===== src/rtl/mips_hazard_pkg.sv =====
// Shared types and constants for the MIPS pipeline hazard controller.
package mips_hazard_pkg;

    localparam int REG_W = 5;
    localparam logic [1:0] MEMTOREG_LOAD = 2'b01;

    typedef enum logic {
        RUN      = 1'b0,
        MEM_WAIT = 1'b1
    } hz_state_e;

endpackage


===== src/rtl/mips_hazard_ctrl_if.sv =====
// Pipeline-side bundle for the hazard controller: stage operand/destination
// info in, per-register enables/clears, error pulse and counters out.
interface mips_hazard_ctrl_if #(parameter int CNT_W = 32);

    logic [mips_hazard_pkg::REG_W-1:0] i_RsD, i_RtD, i_RtE, i_WriteRegE;
    logic                              i_BranchD, i_PCSrcD, i_RegWriteE;
    logic [1:0]                        i_MemtoRegE;
    logic                              i_MemReqM, i_MemReadyM;

    logic             o_WE_nF, o_WE_nD, o_WE_nE, o_WE_nM, o_WE_nW;
    logic             o_CLR_D, o_CLR_E, o_CLR_W;
    logic             o_MemErr;
    logic [CNT_W-1:0] o_StallCnt, o_FlushCnt;

    modport master (
        output i_RsD, i_RtD, i_RtE, i_WriteRegE, i_BranchD, i_PCSrcD,
               i_RegWriteE, i_MemtoRegE, i_MemReqM, i_MemReadyM,
        input  o_WE_nF, o_WE_nD, o_WE_nE, o_WE_nM, o_WE_nW,
               o_CLR_D, o_CLR_E, o_CLR_W, o_MemErr, o_StallCnt, o_FlushCnt
    );

    modport slave (
        input  i_RsD, i_RtD, i_RtE, i_WriteRegE, i_BranchD, i_PCSrcD,
               i_RegWriteE, i_MemtoRegE, i_MemReqM, i_MemReadyM,
        output o_WE_nF, o_WE_nD, o_WE_nE, o_WE_nM, o_WE_nW,
               o_CLR_D, o_CLR_E, o_CLR_W, o_MemErr, o_StallCnt, o_FlushCnt
    );

endinterface


===== src/rtl/mips_hazard_perf_cnt.sv =====
// Stall and flush event counters; both wrap modulo 2^CNT_W.
module mips_hazard_perf_cnt #(
    parameter int CNT_W = 32
) (
    input  logic             i_Clk,
    input  logic             Reset,
    input  logic             stall_inc,
    input  logic             flush_inc,
    output logic [CNT_W-1:0] stall_cnt,
    output logic [CNT_W-1:0] flush_cnt
);

    always_ff @(posedge i_Clk) begin
        if (Reset) begin
            stall_cnt <= '0;
            flush_cnt <= '0;
        end else begin
            if (stall_inc) stall_cnt <= stall_cnt + 1'b1;
            if (flush_inc) flush_cnt <= flush_cnt + 1'b1;
        end
    end

endmodule


===== src/rtl/mips_hazard_ctrl.sv =====
// Five-stage MIPS hazard controller: load-use / branch-operand bubbles and a
// memory-wait FSM with watchdog. Define HAZARD_PERF_CNT_EN for perf counters.
module mips_hazard_ctrl
    import mips_hazard_pkg::*;
#(
    parameter int MEM_TIMEOUT = 16,
    parameter int CNT_W       = 32
) (
    input  logic                 i_Clk,
    input  logic                 Reset,
    mips_hazard_ctrl_if.slave    hz
);

    localparam int TW = (MEM_TIMEOUT > 2) ? $clog2(MEM_TIMEOUT) : 1;

    hz_state_e     state;
    logic [TW-1:0] cnt;
    logic          mem_err;
    logic          tmo, memstall, lu, bu;
    logic          we_f, we_d, we_e, we_m, we_w;
    logic          clr_d, clr_e, clr_w;

    always_comb begin
        tmo      = (state == MEM_WAIT) && (cnt == TW'(MEM_TIMEOUT - 1)) && !hz.i_MemReadyM;
        memstall = ((state == RUN) && hz.i_MemReqM && !hz.i_MemReadyM) ||
                   ((state == MEM_WAIT) && !hz.i_MemReadyM && !tmo);
        // r0 is hardwired to zero, so it never carries a real dependency
        lu = (hz.i_MemtoRegE == MEMTOREG_LOAD) && (hz.i_RtE != '0) &&
             ((hz.i_RtE == hz.i_RsD) || (hz.i_RtE == hz.i_RtD));
        bu = hz.i_BranchD && hz.i_RegWriteE && (hz.i_WriteRegE != '0) &&
             ((hz.i_WriteRegE == hz.i_RsD) || (hz.i_WriteRegE == hz.i_RtD));
    end

    always_comb begin
        we_f = 1'b0; we_d = 1'b0; we_e = 1'b0; we_m = 1'b0; we_w = 1'b0;
        clr_d = 1'b0; clr_e = 1'b0; clr_w = 1'b0;
        if (Reset) begin
            clr_d = 1'b1; clr_e = 1'b1; clr_w = 1'b1;
        end else if (memstall) begin
            // Freeze everything up to EX/MEM; WB drains with a bubble
            we_f = 1'b1; we_d = 1'b1; we_e = 1'b1; we_m = 1'b1;
            clr_w = 1'b1;
        end else if (lu || bu) begin
            // A redirect from ID is dropped; the stalled branch re-resolves next cycle
            we_f = 1'b1; we_d = 1'b1;
            clr_e = 1'b1;
        end else if (hz.i_PCSrcD) begin
            clr_d = 1'b1;
        end
    end

    always_ff @(posedge i_Clk) begin
        if (Reset) begin
            state   <= RUN;
            cnt     <= '0;
            mem_err <= 1'b0;
        end else begin
            mem_err <= tmo;
            case (state)
                RUN: begin
                    if (hz.i_MemReqM && !hz.i_MemReadyM) begin
                        state <= MEM_WAIT;
                        cnt   <= '0;
                    end
                end
                MEM_WAIT: begin
                    if (hz.i_MemReadyM || tmo) state <= RUN;
                    else                       cnt   <= cnt + 1'b1;
                end
                default: state <= RUN;
            endcase
        end
    end

    assign hz.o_WE_nF  = we_f;
    assign hz.o_WE_nD  = we_d;
    assign hz.o_WE_nE  = we_e;
    assign hz.o_WE_nM  = we_m;
    assign hz.o_WE_nW  = we_w;
    assign hz.o_CLR_D  = clr_d;
    assign hz.o_CLR_E  = clr_e;
    assign hz.o_CLR_W  = clr_w;
    assign hz.o_MemErr = mem_err;

`ifdef HAZARD_PERF_CNT_EN
    logic [CNT_W-1:0] stall_cnt, flush_cnt;

    mips_hazard_perf_cnt #(.CNT_W(CNT_W)) u_perf (
        .i_Clk     (i_Clk),
        .Reset     (Reset),
        .stall_inc (we_f),
        .flush_inc (clr_d | clr_e),
        .stall_cnt (stall_cnt),
        .flush_cnt (flush_cnt)
    );

    assign hz.o_StallCnt = stall_cnt;
    assign hz.o_FlushCnt = flush_cnt;
`else
    assign hz.o_StallCnt = '0;
    assign hz.o_FlushCnt = '0;
`endif

endmodule


===== src/flat_wrapper.sv =====
// flat-port wrapper written by rule: the top's interface ports become plain ports
module mips_hazard_ctrl_flat import mips_hazard_pkg::*;
#(
    parameter int MEM_TIMEOUT = 16,
    parameter int CNT_W       = 32
)
  (i_Clk, Reset, hz_i_RsD, hz_i_RtD, hz_i_RtE, hz_i_WriteRegE, hz_i_BranchD, hz_i_PCSrcD, hz_i_RegWriteE, hz_i_MemtoRegE, hz_i_MemReqM, hz_i_MemReadyM, hz_o_WE_nF, hz_o_WE_nD, hz_o_WE_nE, hz_o_WE_nM, hz_o_WE_nW, hz_o_CLR_D, hz_o_CLR_E, hz_o_CLR_W, hz_o_MemErr, hz_o_StallCnt, hz_o_FlushCnt);
  mips_hazard_ctrl_if #(.CNT_W(CNT_W)) hz_i ();
  input  logic i_Clk;
  input  logic Reset;
  input wire logic [$bits(hz_i.i_RsD)-1:0] hz_i_RsD;
  input wire logic [$bits(hz_i.i_RtD)-1:0] hz_i_RtD;
  input wire logic [$bits(hz_i.i_RtE)-1:0] hz_i_RtE;
  input wire logic [$bits(hz_i.i_WriteRegE)-1:0] hz_i_WriteRegE;
  input wire logic [$bits(hz_i.i_BranchD)-1:0] hz_i_BranchD;
  input wire logic [$bits(hz_i.i_PCSrcD)-1:0] hz_i_PCSrcD;
  input wire logic [$bits(hz_i.i_RegWriteE)-1:0] hz_i_RegWriteE;
  input wire logic [$bits(hz_i.i_MemtoRegE)-1:0] hz_i_MemtoRegE;
  input wire logic [$bits(hz_i.i_MemReqM)-1:0] hz_i_MemReqM;
  input wire logic [$bits(hz_i.i_MemReadyM)-1:0] hz_i_MemReadyM;
  output wire logic [$bits(hz_i.o_WE_nF)-1:0] hz_o_WE_nF;
  output wire logic [$bits(hz_i.o_WE_nD)-1:0] hz_o_WE_nD;
  output wire logic [$bits(hz_i.o_WE_nE)-1:0] hz_o_WE_nE;
  output wire logic [$bits(hz_i.o_WE_nM)-1:0] hz_o_WE_nM;
  output wire logic [$bits(hz_i.o_WE_nW)-1:0] hz_o_WE_nW;
  output wire logic [$bits(hz_i.o_CLR_D)-1:0] hz_o_CLR_D;
  output wire logic [$bits(hz_i.o_CLR_E)-1:0] hz_o_CLR_E;
  output wire logic [$bits(hz_i.o_CLR_W)-1:0] hz_o_CLR_W;
  output wire logic [$bits(hz_i.o_MemErr)-1:0] hz_o_MemErr;
  output wire logic [$bits(hz_i.o_StallCnt)-1:0] hz_o_StallCnt;
  output wire logic [$bits(hz_i.o_FlushCnt)-1:0] hz_o_FlushCnt;
  assign hz_i.i_RsD = hz_i_RsD;
  assign hz_i.i_RtD = hz_i_RtD;
  assign hz_i.i_RtE = hz_i_RtE;
  assign hz_i.i_WriteRegE = hz_i_WriteRegE;
  assign hz_i.i_BranchD = hz_i_BranchD;
  assign hz_i.i_PCSrcD = hz_i_PCSrcD;
  assign hz_i.i_RegWriteE = hz_i_RegWriteE;
  assign hz_i.i_MemtoRegE = hz_i_MemtoRegE;
  assign hz_i.i_MemReqM = hz_i_MemReqM;
  assign hz_i.i_MemReadyM = hz_i_MemReadyM;
  assign hz_o_WE_nF = hz_i.o_WE_nF;
  assign hz_o_WE_nD = hz_i.o_WE_nD;
  assign hz_o_WE_nE = hz_i.o_WE_nE;
  assign hz_o_WE_nM = hz_i.o_WE_nM;
  assign hz_o_WE_nW = hz_i.o_WE_nW;
  assign hz_o_CLR_D = hz_i.o_CLR_D;
  assign hz_o_CLR_E = hz_i.o_CLR_E;
  assign hz_o_CLR_W = hz_i.o_CLR_W;
  assign hz_o_MemErr = hz_i.o_MemErr;
  assign hz_o_StallCnt = hz_i.o_StallCnt;
  assign hz_o_FlushCnt = hz_i.o_FlushCnt;
  mips_hazard_ctrl #(.MEM_TIMEOUT(MEM_TIMEOUT), .CNT_W(CNT_W)) u_core (.i_Clk(i_Clk), .Reset(Reset), .hz(hz_i));
endmodule

===== config.mk =====
export PLATFORM = sky130hd
export DESIGN_NAME = mips_hazard_ctrl_flat
export DESIGN_NICKNAME = d
export VERILOG_FILES = /design/src/rtl/mips_hazard_pkg.sv /design/src/rtl/mips_hazard_ctrl_if.sv /design/src/rtl/mips_hazard_perf_cnt.sv /design/src/rtl/mips_hazard_ctrl.sv /design/src/flat_wrapper.sv
export SDC_FILE = /design/constraint.sdc
export NUM_CORES = 1
export LEC_CHECK = 0
export ABC_AREA = 1
export CAP_MARGIN = 25
export CORE_MARGIN = 2
export CORE_UTILIZATION = 30
export DETAILED_ROUTE_END_ITERATION = 10
export PLACE_DENSITY = 0.87
export SLEW_MARGIN = 10
export SYNTH_ARGS = -nofsm -noshare
export SYNTH_HDL_FRONTEND = slang
export SYNTH_SLANG_ARGS = --single-unit

===== constraint.sdc =====
create_clock -name i_Clk -period 1.6 [get_ports i_Clk]
set_input_delay 0.32 -clock i_Clk [delete_from_list [all_inputs] [get_ports i_Clk]]
set_output_delay 0.32 -clock i_Clk [all_outputs]
set_load 0.005 [all_outputs]

==> flow_summary.ini, run 1 <==
[placed_design]
dp.cells = 294
hpwl_um = 2081
port_buffers = 36
placed_area_mm2 = 0.001440
place_congestion = 0.7262
place_ws_ns = -0.8369

[clock_network]
ctsHoldBuffers = 0
clk_pin_slew_ns = 0.04
htreeDepth = 1
clock_latency_ns = 0.23
cts_tree = done
clockRootBuffer = clkbuf_8
cts_buffers = 3
clockBufferDepth = 2
clock-sinks = 6

[synth]
yosysUniqueCellTypes = 20
synth_area_mm2 = 0.001220
synth_area_per_cell_um2 = 6.009
synthesis.instances = 203
synth_warnings = 0
synth.ff_latch_count = 6
yosysSeqAreaShare_pct = 9.846

[finish]
final_area_mm2 = 0.001518
regArea_um2 = 122.6
nFillCells = 426
num_antenna_cells = 0
multiInputGateArea_um2 = 779.5
syn_to_final_growth_pct = 24.41
final_common_cell = conb_1
drive_above_1_share_pct = 25.10
nNetsFinal = 287
final_cell_mix = 65 x conb_1, 48 x nand2_1, 23 x inv_1
fin_util_pct = 38.50
fin_cells = 305

[critical_path]
cp.arrival_ns = 1.48
crit_family = simple AND/OR/NAND/NOR gates
crit_path_end_kind = primary output
worstPathCellList = ha_4 -> nand2_2 -> inv_2 -> nand3_2 -> nand2_2 -> nor2_4 -> buf_6 -> nor2_4 -> nor2_2 -> buf_2
critical_path.max_stage_delay_ns = 0.33
critPathRequiredTime_ns = 1.28
cp_max_fo = 2
start_kind = register
slowest_stage = dfxtp_2
path_class = reg -> out
path_buf_inv = 3

[flow_run]
max-cap-violations = 0

[timing]
rsz0062_at_grt = true
fin_crit_sh_pct = 112.4
hold_violations = 0
setup_viol = 8
skew_ns = 0.0006961
clock.fmax_mhz = 556.2
timing.setup.tns_ns = -1.044
finalMaxSlewViolations = 0
fin_ws_ns = -0.1980
period_needed_ns = 1.798

[global_routing]
grt_overflow = 0
grt_pass1_wl_um = 3601
track_usage_pct = 10.44
antenna_found_initial = 0
grt_max_degree = 6
grt_pass1_vias = 857

[drt]
wl_per_cell_um = 8.397
wirelength_um = 2561
firstDrtPassIters = 4
drt_iter0_markers = 76
drcViolationCount = 0
via_count = 1120
antenna_left = 0
avgViaCountPerCell = 3.672

[outcome]
violations = negative setup slack
outcome = complete, but fails checks

[die]
core_mm2 = 0.003943
die_y_um = 67.77
dieWidth_um = 67.77
io_pins = 102
initial_utilization_pct = 30.94
die-area_mm2 = 0.004593
rows = 23

[min_path]
min_path_type = reg -> reg

[power]
ir_worst_vdd_uv = 163.9
p_per_area_mw_per_mm2 = 425.6
leakagePower_nw = 0.9203
area by class of cell:
type,instances,area share (%)
sequential,6,8.079
tap,50,4.122
clock buffer,3,2.721
multi-input combinational,164,51.36
timing repair buffer,52,26.13
inverter,30,7.584
path summary, 6_finish.rpt:
| check | cells after the start | to | start | slack, ns |
|---|---|---|---|---|
| worst max-delay path | 10 | hz_o_WE_nF | u_core.cnt[0] | -0.20 |
| worst min register to register | 2 | u_core.cnt[0] | u_core.cnt[0] | 0.52 |
| worst max register to register | 12 | u_core.hz.o_MemErr | u_core.cnt[0] | -0.08 |
| worst min-delay path | 2 | u_core.cnt[0] | u_core.cnt[0] | 0.52 |
metal layers:
layer  share of wire [%]  wire length (um)  GRT usage, %
met1                  37               941         11.72
met2                  52              1334         18.75
met3                 9.6               247         2.500
met4                 1.4                36         4.250
met5                   0                 0             0
report_power, final:
group	internal, mW	switching, mW
clock network	0.162	0.0725
logic	0.110	0.146
registers	0.153	0.00236
total	0.425	0.221
registers in the layout, indices dropped and copies added, names as in the netlist:
name / cells
u_core.hz.o_MemErr: 1
u_core.cnt: 4
u_core.state: 1
synth_stat cells, drive strengths merged:
cell type	count	area share [%]
a21oi	1	0.72
buf	67	41
conb	1	0.31
dfxtp	6	9.8
ha	1	1.0
inv	30	9.2
nand2	55	18
nand3	8	3.7
nand4	2	1.0
nor2	18	6.6
nor3	3	1.2
o21ai	3	1.2
xnor2	4	2.9
xor2	4	2.9
timing repair:
| item | 4_1_cts | 5_1_grt |
|---|---|---|
| endpoints found under the setup margin | 7 | 8 |
| gates resized for setup | 67 | 23 |
| pin swaps | 7 | 6 |
| buffers inserted | 8 | 0 |
per-stage QoR:
| step | hold slack, ns | total power [mW] |
|---|---|---|
| 2_1_floorplan | 0.3924 | 0.4016 |
| 3_3_place_gp | 0.4690 | 0.4153 |
| 3_5_place_dp | 0.4950 | 0.4197 |
| 4_1_cts | 0.5125 | 0.6497 |
| 5_1_grt | 0.5466 | 0.6958 |
| 6_report | 0.5203 | 0.6459 |
kinds of logic (layout without fill, tap and decap cells):
family	Yosys count	in the layout	synth area share, %
DFF	6	6	9.847
xor gates and xnor gates	8	8	5.743
adders and majority gates	1	1	1.025
AOI/OAI and AO/OA	4	4	1.948
and+or+nand+nor	86	86	30.67
other	1	65	0.3074
buffers and inverters	97	85	50.46
worst min-delay path, stage by stage, from the launching register on:
cell and delay, ns:
dfxtp_2 0.33, inv_1 0.09, o21ai_1 0.07
Note: power is estimated with default switching activity, not from simulation.
==> inputs of run 2 (changes only) <==
--- a/config.mk
+++ b/config.mk
@@ -7,9 +7,11 @@
 export LEC_CHECK = 0
 export ABC_AREA = 1
 export CAP_MARGIN = 25
+export CORE_ASPECT_RATIO = 0.5
 export CORE_MARGIN = 2
 export CORE_UTILIZATION = 30
 export DETAILED_ROUTE_END_ITERATION = 10
+export GPL_TIMING_DRIVEN = 0
 export PLACE_DENSITY = 0.87
 export SLEW_MARGIN = 10
 export SYNTH_ARGS = -nofsm -noshare
==> run 2 against run 1 <==
  * Sequential cell count unchanged
  * Global-route usage grew 0.62 points
  * Final cell count increased by 21%
  * Non-clock buffer count increased by 59
  * Clock-buffer cell count did not move
  * The run still ends with negative setup slack left
  * Die area increased by 0.66%
  * First-iteration DRC count shrank 47%
  * Routed wire length rose by 17%
  * Largest power group unchanged
==> flow_summary.ini, run 2 (synthesized netlist as in run 1, its figures left out) <==
[die]
dieWidth_um = 94.18
initial_utilization_pct = 31.25
die-area_mm2 = 0.004623
rows = 16
core_mm2 = 0.003904
io_pins = 102
die_y_um = 49.09

[power]
ir_worst_vdd_uv = 220.8
p_per_area_mw_per_mm2 = 392.1
switchingPower_mw = 0.2407
pwr-share-seq_pct = 20.3
comb_power_share_pct = 50.0
leakagePower_nw = 1.246
p_int_mw = 0.5261
switching_share_pct = 31.40
power.share.clock_pct = 29.7

[finish]
largest-register = u_core.cnt
fin_cells = 368
num_antenna_cells = 0
largest_register_ffs = 4
final_common_cell = buf_4
nNetsFinal = 346
final_cell_mix = 72 x buf_4, 65 x conb_1, 48 x nand2_1
syn_to_final_growth_pct = 60.31
drive_above_1_share_pct = 42.36

[global_routing]
antenna_found_initial = 0
grt_pass1_wl_um = 3974
grt_max_degree = 6
grt_pass1_vias = 983
track_usage_pct = 11.06
grt_overflow = 0

[placed_design]
dp.cells = 357
place_congestion = 0.7783
place_ws_ns = -0.9119
hpwl_um = 2337
port_buffers = 36

[outcome]
outcome = complete, but fails checks
violations = negative setup slack

[critical_path]
cp.arrival_ns = 1.52
start_kind = register
cp_max_fo = 2
crit_path_end_kind = primary output
worstPathCellList = ha_4 -> nand2_2 -> inv_2 -> nand3_4 -> nand2_4 -> nor2_4 -> buf_6 -> nor2_4 -> nor2_2 -> buf_4 -> buf_6
path_class = reg -> out
critical_path.max_stage_delay_ns = 0.35
r2r_cells = 13
critPathRequiredTime_ns = 1.28
slowest_stage = dfxtp_2

[timing]
period_needed_ns = 1.842
clock.fmax_mhz = 542.9
hold_ws_ns = 0.4972
hold_violations = 0
rsz0062_at_grt = true
setup_viol = 7
fin_crit_sh_pct = 115.1
finalMaxSlewViolations = 0
fin_ws_ns = -0.2420
skew_ns = 0.003668

[clock_network]
clockBufferDepth = 2
clock_latency_ns = 0.22
ctsHoldBuffers = 0
clockRootBuffer = clkbuf_8
cts_buffers = 3
clk_pin_slew_ns = 0.03
htreeDepth = 1
clock-sinks = 6
cts_tree = done

[drt]
drt_iter0_markers = 40
drcViolationCount = 0
wirelength_um = 3004
firstDrtPassIters = 4
via_count = 1277
wl_per_cell_um = 8.163
antenna_left = 0
avgViaCountPerCell = 3.470

[min_path]
min_path_type = reg -> reg
min_path_cells = 2

[flow_run]
max-cap-violations = 0
## run 2: cell types whose count changed in the layout (fill, tap and decap cells not counted), moves of 2 or more
cell / before / now
buf_4: 15 / 72
clkbuf_2: 10 / 20
dlygate4sd2_1: 7 / 0
buf_6: 2 / 7
buf_2: 6 / 3
clkdlybuf4s15_1: 3 / 0
inv_1: 23 / 21
inv_2: 6 / 8
## run 2: worst paths after layout
path	from	slack, ns	to
setup reg to reg	u_core.cnt[0]	0.13	u_core.cnt[2]
setup / recovery	u_core.cnt[0]	-0.24	hz_o_WE_nF
hold / removal	u_core.cnt[1]	0.50	u_core.cnt[1]
hold reg to reg	u_core.cnt[1]	0.50	u_core.cnt[1]
## run 2: layout make-up
type,count,area (um^2)
multi-input combinational,164,784.5
timing repair buffer,44,317.8
fill,381,1948
clock buffer,3,41.29
sequential,6,122.6
inverter,30,115.1
buffer,67,506.7
tap,54,67.56
## run 2: critical path, delay by kind of cell (launching register included)
family                     cells  cell delay (ns)
and+or+nand+nor                6             0.37
buffers and inverters          4             0.43
adders and majority gates      1             0.14
DFF                            1             0.35
## run 2: through the flow
step | setup TNS (ns) | instance area [um^2] | power [mW] | utilization [%]
after floorplan | 0 | 1460 | 0.4016 | -
after global placement | -4.577 | 1888 | 0.5207 | 48.37
after detailed placement | -4.779 | 1888 | 0.5239 | 48.37
after CTS | -1.099 | 1974 | 0.7535 | 50.58
after global routing | -1.321 | 1956 | 0.8243 | 50.10
final | -0.9394 | 1956 | 0.7668 | 50.10
## run 2: power groups by stage
stage	Clock (mW)	Sequential (mW)	Combinational, mW
3_3_place_gp	0	0.157	0.364
5_1_grt	0.246	0.155	0.423
2_1_floorplan	0	0.156	0.245
6_report	0.228	0.156	0.384
4_1_cts	0.233	0.154	0.366
3_5_place_dp	0	0.157	0.367
## run 2: timing repair
item                       CTS  global route
gates cloned                 0             0
pin swaps                   12            14
buffers inserted             6             4
gates resized for setup     68            46
setup endpoints to repair    7             9
## run 2: per-layer routing
metal	vias up	global-route usage, %	share of wire [%]
li1	693	-	-
met1	524	9.888	35
met2	52	22.86	55
met3	8	2.628	7.0
met4	0	5.556	2.9
met5	-	0	0
